--- src/rtl/spi_dma_seq_pkg.sv ---
// rtl/spi_dma_seq_pkg.sv - shared encodings for the SPI block-transfer sequencer
// Contents: FSM state encoding, transfer direction codes, RX fill byte.
package spi_dma_seq_pkg;

   // S_SETTLE is the extra clock after the engine drops spi_busy, so that
   // spi_dout is stable in both CPHA modes before it is captured.
   typedef enum logic [2:0] {
      S_IDLE   = 3'd0,
      S_FETCH  = 3'd1,
      S_SEND   = 3'd2,
      S_WAIT   = 3'd3,
      S_SETTLE = 3'd4,
      S_STORE  = 3'd5,
      S_NEXT   = 3'd6,
      S_DONE   = 3'd7
   } state_t;

   localparam logic       DIR_TX    = 1'b0;
   localparam logic       DIR_RX    = 1'b1;
   localparam logic [7:0] FILL_BYTE = 8'hFF;

endpackage

--- src/rtl/spi_dma_seq_if.sv ---
// rtl/spi_dma_seq_if.sv - sequencer side bus to the SPI byte engine and memory
// Engine: spi_dma_req/spi_dma_din out, spi_start/spi_busy/spi_dout in.
// Memory: mem_addr/mem_rd/mem_wr/mem_wdata out, mem_rdata/mem_ack in.
interface spi_dma_seq_if #(
   parameter int ADDR_W = 21
) ();
   logic              spi_dma_req;
   logic [7:0]        spi_dma_din;
   logic              spi_start;
   logic              spi_busy;
   logic [7:0]        spi_dout;
   logic [ADDR_W-1:0] mem_addr;
   logic              mem_rd;
   logic              mem_wr;
   logic [7:0]        mem_wdata;
   logic [7:0]        mem_rdata;
   logic              mem_ack;

   modport master (
      output spi_dma_req, spi_dma_din, mem_addr, mem_rd, mem_wr, mem_wdata,
      input  spi_start, spi_busy, spi_dout, mem_rdata, mem_ack
   );

   modport slave (
      input  spi_dma_req, spi_dma_din, mem_addr, mem_rd, mem_wr, mem_wdata,
      output spi_start, spi_busy, spi_dout, mem_rdata, mem_ack
   );
endinterface

--- src/rtl/spi_req_arb.sv ---
// rtl/spi_req_arb.sv - CPU / DMA request gating for the shared SPI engine
// Inputs : idle (sequencer in IDLE), xfer_busy, cfg_start, cpu_req_in,
//          spi_busy, spi_start.
// Outputs: cpu_req_out, cpu_stall, accept (start latched), go (leave IDLE),
//          pend (start is waiting for the engine).
module spi_req_arb (
   input  logic clk,
   input  logic rst_n,
   input  logic idle,
   input  logic xfer_busy,
   input  logic cfg_start,
   input  logic cpu_req_in,
   input  logic spi_busy,
   input  logic spi_start,
   output logic cpu_req_out,
   output logic cpu_stall,
   output logic accept,
   output logic go,
   output logic pend
);

   logic pend_r;
   logic engine_free;

   // A start is only honoured from IDLE and when no transfer is already owned.
   assign accept = idle & cfg_start & ~xfer_busy;

   // The engine is free only when it is neither shifting, nor acknowledging,
   // nor being asked for a CPU byte this cycle (the CPU wins a tie).
   assign engine_free = ~spi_busy & ~spi_start & ~cpu_req_in;
   assign go          = idle & (accept | pend_r) & engine_free;
   assign pend        = pend_r;

   assign cpu_req_out = idle & cpu_req_in;
   assign cpu_stall   = ~idle & cpu_req_in;

   always_ff @(posedge clk or negedge rst_n) begin
      if (!rst_n) begin
         pend_r <= 1'b0;
      end else if (go) begin
         pend_r <= 1'b0;
      end else if (accept) begin
         pend_r <= 1'b1;
      end
   end

endmodule

--- src/rtl/spi_dma_seq.sv ---
// rtl/spi_dma_seq.sv - block-transfer sequencer in front of the SPI byte engine
// Config : cfg_addr, cfg_len (0 = 2^LEN_W), cfg_dir, cfg_start, cfg_abort.
// Status : stat_busy, stat_done (1-clock pulse).
// CPU    : cpu_req_in -> cpu_req_out, cpu_stall.
// bus    : engine request/data and memory read/write handshakes.
module spi_dma_seq
   import spi_dma_seq_pkg::*;
#(
   parameter int ADDR_W = 21,
   parameter int LEN_W  = 9
) (
   input  logic              clk,
   input  logic              rst_n,
   input  logic [ADDR_W-1:0] cfg_addr,
   input  logic [LEN_W-1:0]  cfg_len,
   input  logic              cfg_dir,
   input  logic              cfg_start,
   input  logic              cfg_abort,
   output logic              stat_busy,
   output logic              stat_done,
   input  logic              cpu_req_in,
   output logic              cpu_req_out,
   output logic              cpu_stall,
   spi_dma_seq_if.master     bus
);

   state_t            state, state_nx;
   logic [ADDR_W-1:0] addr_r;
   logic [LEN_W-1:0]  len_r;
   logic              dir_r;
   logic              abort_r;
   logic              busy_r;
   logic              spi_busy_q;
   logic [7:0]        din_r;
   logic [7:0]        rx_r;

   logic is_idle, accept, go, pend, go_dir, spi_fall, last_byte;
   logic mem_rd_c, mem_wr_c, dma_req_c, done_c;

   assign is_idle = (state == S_IDLE);

   spi_req_arb u_arb (
      .clk         (clk),
      .rst_n       (rst_n),
      .idle        (is_idle),
      .xfer_busy   (busy_r),
      .cfg_start   (cfg_start),
      .cpu_req_in  (cpu_req_in),
      .spi_busy    (bus.spi_busy),
      .spi_start   (bus.spi_start),
      .cpu_req_out (cpu_req_out),
      .cpu_stall   (cpu_stall),
      .accept      (accept),
      .go          (go),
      .pend        (pend)
   );

   // A pended start already latched its direction; a same-cycle start has not.
   assign go_dir    = pend ? dir_r : cfg_dir;
   assign spi_fall  = spi_busy_q & ~bus.spi_busy;
   // len_r == 1 here means the byte just finished was the last one; a length
   // of 0 wraps through all 2^LEN_W values first.
   assign last_byte = (len_r == LEN_W'(1)) | abort_r | cfg_abort;

   always_ff @(posedge clk or negedge rst_n) begin
      if (!rst_n) begin
         state <= S_IDLE;
      end else begin
         state <= state_nx;
      end
   end

   always_comb begin
      state_nx = state;
      case (state)
         S_IDLE:   if (go) state_nx = (go_dir == DIR_RX) ? S_SEND : S_FETCH;
         S_FETCH:  if (bus.mem_ack) state_nx = S_SEND;
         S_SEND:   if (bus.spi_start) state_nx = S_WAIT;
         S_WAIT:   if (spi_fall) state_nx = S_SETTLE;
         S_SETTLE: state_nx = (dir_r == DIR_RX) ? S_STORE : S_NEXT;
         S_STORE:  if (bus.mem_ack) state_nx = S_NEXT;
         S_NEXT: begin
            if (last_byte)            state_nx = S_DONE;
            else if (dir_r == DIR_RX) state_nx = S_SEND;
            else                      state_nx = S_FETCH;
         end
         S_DONE:   state_nx = S_IDLE;
         default:  state_nx = S_IDLE;
      endcase
   end

   always_comb begin
      mem_rd_c  = 1'b0;
      mem_wr_c  = 1'b0;
      dma_req_c = 1'b0;
      done_c    = 1'b0;
      case (state)
         S_FETCH: mem_rd_c  = 1'b1;
         S_SEND:  dma_req_c = 1'b1;
         S_STORE: mem_wr_c  = 1'b1;
         S_DONE:  done_c    = 1'b1;
         default: ;
      endcase
   end

   always_ff @(posedge clk or negedge rst_n) begin
      if (!rst_n) begin
         addr_r     <= '0;
         len_r      <= '0;
         dir_r      <= DIR_TX;
         abort_r    <= 1'b0;
         busy_r     <= 1'b0;
         spi_busy_q <= 1'b0;
         din_r      <= FILL_BYTE;
         rx_r       <= 8'h00;
      end else begin
         spi_busy_q <= bus.spi_busy;

         if (accept) begin
            addr_r <= cfg_addr;
            len_r  <= cfg_len;
            dir_r  <= cfg_dir;
            busy_r <= 1'b1;
            if (cfg_dir == DIR_RX) din_r <= FILL_BYTE;
         end

         if (state == S_FETCH && bus.mem_ack) din_r <= bus.mem_rdata;
         if (state == S_SETTLE)               rx_r  <= bus.spi_dout;

         if (state == S_NEXT) begin
            addr_r <= addr_r + ADDR_W'(1);
            len_r  <= len_r - LEN_W'(1);
            if (last_byte) busy_r <= 1'b0;
         end

         // Abort is sticky so the in-flight byte (and its STORE) completes.
         if (state == S_DONE) begin
            abort_r <= 1'b0;
         end else if (cfg_abort && state != S_IDLE) begin
            abort_r <= 1'b1;
         end
      end
   end

   assign stat_busy       = busy_r;
   assign stat_done       = done_c;
   assign bus.spi_dma_req = dma_req_c;
   assign bus.spi_dma_din = din_r;
   assign bus.mem_addr    = addr_r;
   assign bus.mem_rd      = mem_rd_c;
   assign bus.mem_wr      = mem_wr_c;
   assign bus.mem_wdata   = rx_r;

endmodule
--- src/flat_wrapper.sv ---
// flat-port wrapper written by rule: the top's interface ports become plain ports
module spi_dma_seq_flat import spi_dma_seq_pkg::*;
#(
   parameter int ADDR_W = 21,
   parameter int LEN_W  = 9
)
  (clk, rst_n, cfg_addr, cfg_len, cfg_dir, cfg_start, cfg_abort, stat_busy, stat_done, cpu_req_in, cpu_req_out, cpu_stall, bus_spi_dma_req, bus_spi_dma_din, bus_mem_addr, bus_mem_rd, bus_mem_wr, bus_mem_wdata, bus_spi_start, bus_spi_busy, bus_spi_dout, bus_mem_rdata, bus_mem_ack);
  spi_dma_seq_if #(.ADDR_W(ADDR_W)) bus_i ();
  input  logic clk;
  input  logic rst_n;
  input  logic [ADDR_W-1:0] cfg_addr;
  input  logic [LEN_W-1:0] cfg_len;
  input  logic cfg_dir;
  input  logic cfg_start;
  input  logic cfg_abort;
  output logic stat_busy;
  output logic stat_done;
  input  logic cpu_req_in;
  output logic cpu_req_out;
  output logic cpu_stall;
  output wire logic [$bits(bus_i.spi_dma_req)-1:0] bus_spi_dma_req;
  output wire logic [$bits(bus_i.spi_dma_din)-1:0] bus_spi_dma_din;
  output wire logic [$bits(bus_i.mem_addr)-1:0] bus_mem_addr;
  output wire logic [$bits(bus_i.mem_rd)-1:0] bus_mem_rd;
  output wire logic [$bits(bus_i.mem_wr)-1:0] bus_mem_wr;
  output wire logic [$bits(bus_i.mem_wdata)-1:0] bus_mem_wdata;
  input wire logic [$bits(bus_i.spi_start)-1:0] bus_spi_start;
  input wire logic [$bits(bus_i.spi_busy)-1:0] bus_spi_busy;
  input wire logic [$bits(bus_i.spi_dout)-1:0] bus_spi_dout;
  input wire logic [$bits(bus_i.mem_rdata)-1:0] bus_mem_rdata;
  input wire logic [$bits(bus_i.mem_ack)-1:0] bus_mem_ack;
  assign bus_spi_dma_req = bus_i.spi_dma_req;
  assign bus_spi_dma_din = bus_i.spi_dma_din;
  assign bus_mem_addr = bus_i.mem_addr;
  assign bus_mem_rd = bus_i.mem_rd;
  assign bus_mem_wr = bus_i.mem_wr;
  assign bus_mem_wdata = bus_i.mem_wdata;
  assign bus_i.spi_start = bus_spi_start;
  assign bus_i.spi_busy = bus_spi_busy;
  assign bus_i.spi_dout = bus_spi_dout;
  assign bus_i.mem_rdata = bus_mem_rdata;
  assign bus_i.mem_ack = bus_mem_ack;
  spi_dma_seq #(.ADDR_W(ADDR_W), .LEN_W(LEN_W)) u_core (.clk(clk), .rst_n(rst_n), .cfg_addr(cfg_addr), .cfg_len(cfg_len), .cfg_dir(cfg_dir), .cfg_start(cfg_start), .cfg_abort(cfg_abort), .stat_busy(stat_busy), .stat_done(stat_done), .cpu_req_in(cpu_req_in), .cpu_req_out(cpu_req_out), .cpu_stall(cpu_stall), .bus(bus_i));
endmodule
--- config.mk ---
export PLATFORM = sky130hd
export DESIGN_NAME = spi_dma_seq_flat
export DESIGN_NICKNAME = d
export VERILOG_FILES = /design/src/rtl/spi_dma_seq_pkg.sv /design/src/rtl/spi_dma_seq_if.sv /design/src/rtl/spi_req_arb.sv /design/src/rtl/spi_dma_seq.sv /design/src/flat_wrapper.sv
export SDC_FILE = /design/constraint.sdc
export NUM_CORES = 1
export LEC_CHECK = 0
export ABC_CLOCK_PERIOD_IN_PS = 5400
export CORE_MARGIN = 2
export CORE_UTILIZATION = 39
export DETAILED_ROUTE_END_ITERATION = 8
export DONT_BUFFER_PORTS = 1
export PLACE_DENSITY = 0.65
export SETUP_SLACK_MARGIN = 0.05
export SYNTH_ARGS = -nofsm -noshare
export SYNTH_HDL_FRONTEND = slang
export SYNTH_HIERARCHICAL = 1
export SYNTH_SLANG_ARGS = --single-unit
--- constraint.sdc ---
create_clock -name clk -period 5.4 [get_ports clk]
set_input_delay 0.81 -clock clk [delete_from_list [all_inputs] [get_ports clk]]
set_output_delay 0.81 -clock clk [all_outputs]
set_load 0.02 [all_outputs]
==> key figures <==
Outcome
  – Outcome: complete, no violations

Power and ir drop
  – Worst VDD drop: 0.000225 V
  – Int Power: approximately 960 uW
  – Combinational power share: around 30%
  – Sequential power share: a little under three fifths
  – Net Sw Power: 836 uW
  – Fraction of power spent switching nets: between 40 and 50%
  – Power Density: between 500 and 600 nW/um^2
  – Lkg Pwr: between 0.001 and 0.0015 uW
  – Clock Power Share: 12.3%

Die
  – CORE AREA: 7210 um^2
  – Core Rows: 31
  – Die Wd: approximately 90 um
  – Die height: 90.3 um
  – Initial Util: approximately 40%
  – Die area: between 8000 and 9000 um^2
  – Top-level port count: 99

GRT
  – Grt total ovfl: 0
  – Vias in the first global route: between 2000 and 2500
  – Initial antenna violation count: 0
  – Largest net degree at the start of global routing: 55
  – First-pass GRT wire length: around 12 mm
  – GRT Util Overall: between 15 and 20%

Detailed routing
  – Via density: approximately 5.9
  – DR WL/cell: about 17 um
  – DRC viols: 0
  – 1st-iter DRT viols: between 100 and 150
  – Post-route ant nets: 0
  – Total Wirelength: around 7.0 mm
  – TritonRoute pass-1 iters: 4
  – Routed vias: about 2400

Clocking
  – Max Root-Sink Buffers: 2
  – Hold buffers post-CTS: 0
  – Clk slew on worst S/H paths: about 0.1 ns
  – Number of buffers created by CTS: 5
  – CTS tree: yes
  – H-Tree Depth: 2
  – CTS Root Cell: clkbuf_8
  – Setup Fix Bufs, Post-CTS: 0
  – Number of clock sinks: 54
  – Clk Latency, worst-skew pair: approximately 0.31 ns
  – Resized cells post-CTS: 0

Place
  – DP HPWL: 4.99 mm
  – PortBufs: 0
  – Placed cell count: about 400
  – Cell area after placement: slightly below 3000 um^2
  – RePlAce Congestion: 0.817

Worst setup path
  – Worst Path Arrival: around 3.2 ns
  – Reg2reg setup slack: roughly 2.4 ns
  – Worst setup EP type: register
  – Max FO, Critical Path: 17
  – Worst setup path category: reg2reg
  – Crit path required time: about 5.6 ns
  – Worst Setup Start Kind: register

STA
  – Clock period minus worst slack: ~3 ns
  – # setup viols final: 0
  – Skew final: between 0.01 and 0.015 ns
  – Slew Viols, Final: 0
  – Slew @ Worst Pin: roughly 0.87 ns
  – Maximum clock frequency: around 0.33 GHz
  – Final Cycle Share: a little under three fifths
  – Final Hold Vio Count: 0
  – RSZ-0062 raised after global routing: false
  – Slew HR: between 40% and 50%
  – Setup TNS: 0 ns
  – Hold Slack: between 0.15 and 0.2 ns

Yosys
  – Top cell type's share of synthesized area: 39.6%
  – Synthesis Warnings: 6
  – Yosys cell types: 56
  – Post-Syn Nets: 371
  – Most used DFF post-synth: dfrtp_1
  – Post-Syn Instances: 313
  – Most instantiated cells after synthesis: dfrtp_1 (46), nor2_1 (36), nand2_1 (28)
  – Number of flops mapped to enable cells by yosys: 0
  – Synth Register Bits: 54
  – Synthesized area per cell: between 9 and 10 um^2
  – Seq/Total Area, Yosys: 46.9%
  – Synth top area cells: dfrtp_1 (40%), dfstp_2 (7.2%), nor2_1 (4.7%)
  – Mapped cell area: 2900 um^2
  – Most common cell in the synthesized netlist: dfrtp_1
  – Async set or reset register ratio after synthesis: between 90% and 100%
  – Area leader, netlist: dfrtp_1

Cells and area
  – Nets: 360
  – Fillcell total: about 760
  – Layout area overhead: 4.70%
  – Fin cells: 402
  – Post-route design area: ~3000 um^2
  – Ant. Diodes: 0
  – Layout cell share with drive strength beyond 1: under 10%

Job
  – Max Cap Viol: 0

Worst hold path
  – Hold crit path type: in2async
state kept, by name, summed over array words and instances, names as in the netlist:
signal	count
u_core/abort_r	1
u_core/bus.mem_wdata	8
u_core/u_arb/pend	1
u_core/len_r	9
u_core/state	3
u_core/bus.spi_dma_din	8
u_core/stat_busy	1
u_core/bus.mem_addr	21
u_core/spi_busy_q	1
u_core/dir_r	1
metal layers:
| metal | routed length, um | vias up | global-route usage [%] |
|---|---|---|---|
| li1 | - | 1120 | - |
| met2 | 3150 | 95 | 25.4 |
| met1 | 2970 | 1138 | 23.2 |
| met3 | 787 | 10 | 7.60 |
| met5 | 0 | - | 0 |
| met4 | 97 | 0 | 4.87 |
placed cells by master, fill, tap and decap left out, types with 6 or more instances in the layout:
cell and count:
mux2_2 8, nand3_1 9, a21oi_1 18, inv_1 15, nor2_1 36, nand2b_1 6
nand2_1 28, o211ai_1 7, dfstp_2 8, dfrtp_1 46, o21ai_0 17, or3_1 8
nor3_1 7, nor4_1 6
per-stage QoR:
step           setup slack, ns  total power, uW  utilization [%]
6_report                  2.39             1800             42.1
5_1_grt                   2.24             1940             42.1
4_1_cts                   2.42             1820             42.1
3_5_place_dp              2.44             1590             40.9
3_3_place_gp              2.59             1560             40.9
2_1_floorplan             3.19             1450                -
critical path, stage by stage, from the launching register on:
cell and delay, ns:
dfrtp_1 0.53, or3_1 0.47, inv_1 0.14, nand3b_1 0.13, inv_1 0.45, and2_0 0.78, nor2_1 0.08, a221oi_1 0.33
worst paths after layout:
| kind | start | to | depth (start not counted) |
|---|---|---|---|
| min in group clk | bus_spi_busy | u_core/spi_busy_q$_DFF_PN0_ | 0 |
| max in group asynchronous | rst_n | u_core/bus.spi_dma_din[4]$_DFFE_PN1P_ | 0 |
| worst max register to register | u_core/state[2]$_DFFE_PN0P_ | u_core/bus.mem_addr[17]$_DFFE_PN0P_ | 7 |
| worst min-delay path | rst_n | u_core/bus.mem_addr[8]$_DFFE_PN0P_ | 0 |
| worst max-delay path | u_core/state[2]$_DFFE_PN0P_ | u_core/bus.mem_addr[17]$_DFFE_PN0P_ | 7 |
| worst min register to register | u_core/abort_r$_DFFE_PN0P_ | u_core/abort_r$_DFFE_PN0P_ | 2 |
power by group through the flow:
stage                     sequential (uW)  clock [uW]  combinational, uW
after floorplan                       956           0                494
after global placement               1030           0                531
after detailed placement             1040           0                550
after CTS                            1030         238                551
after global routing                 1070         252                626
final                                1030         222                548
final cells by class:
cell class	count	area, um^2	share of cell area [%]
clock buffers	6	72.6	2.39
clock inverters	2	13.8	0.453
inverters	15	56.3	1.85
multi-input cells	226	1410	46.5
flip-flops and latches	54	1360	44.8
well taps	99	124	4.07
kinds of logic (layout without fill, tap and decap cells):
| kind of cell | Yosys count | in the layout | synth area share [%] |
|---|---|---|---|
| adders and majority gates | 3 | 3 | 1.29 |
| xor gates and xnor gates | 2 | 2 | 0.603 |
| and+or+nand+nor | 128 | 128 | 23.2 |
| DFF | 54 | 54 | 46.9 |
| muxes | 12 | 12 | 4.48 |
| AOI/OAI and AO/OA | 81 | 81 | 19.1 |
| buffers and inverters | 33 | 23 | 4.48 |
Power figures use the tool's default switching activity.
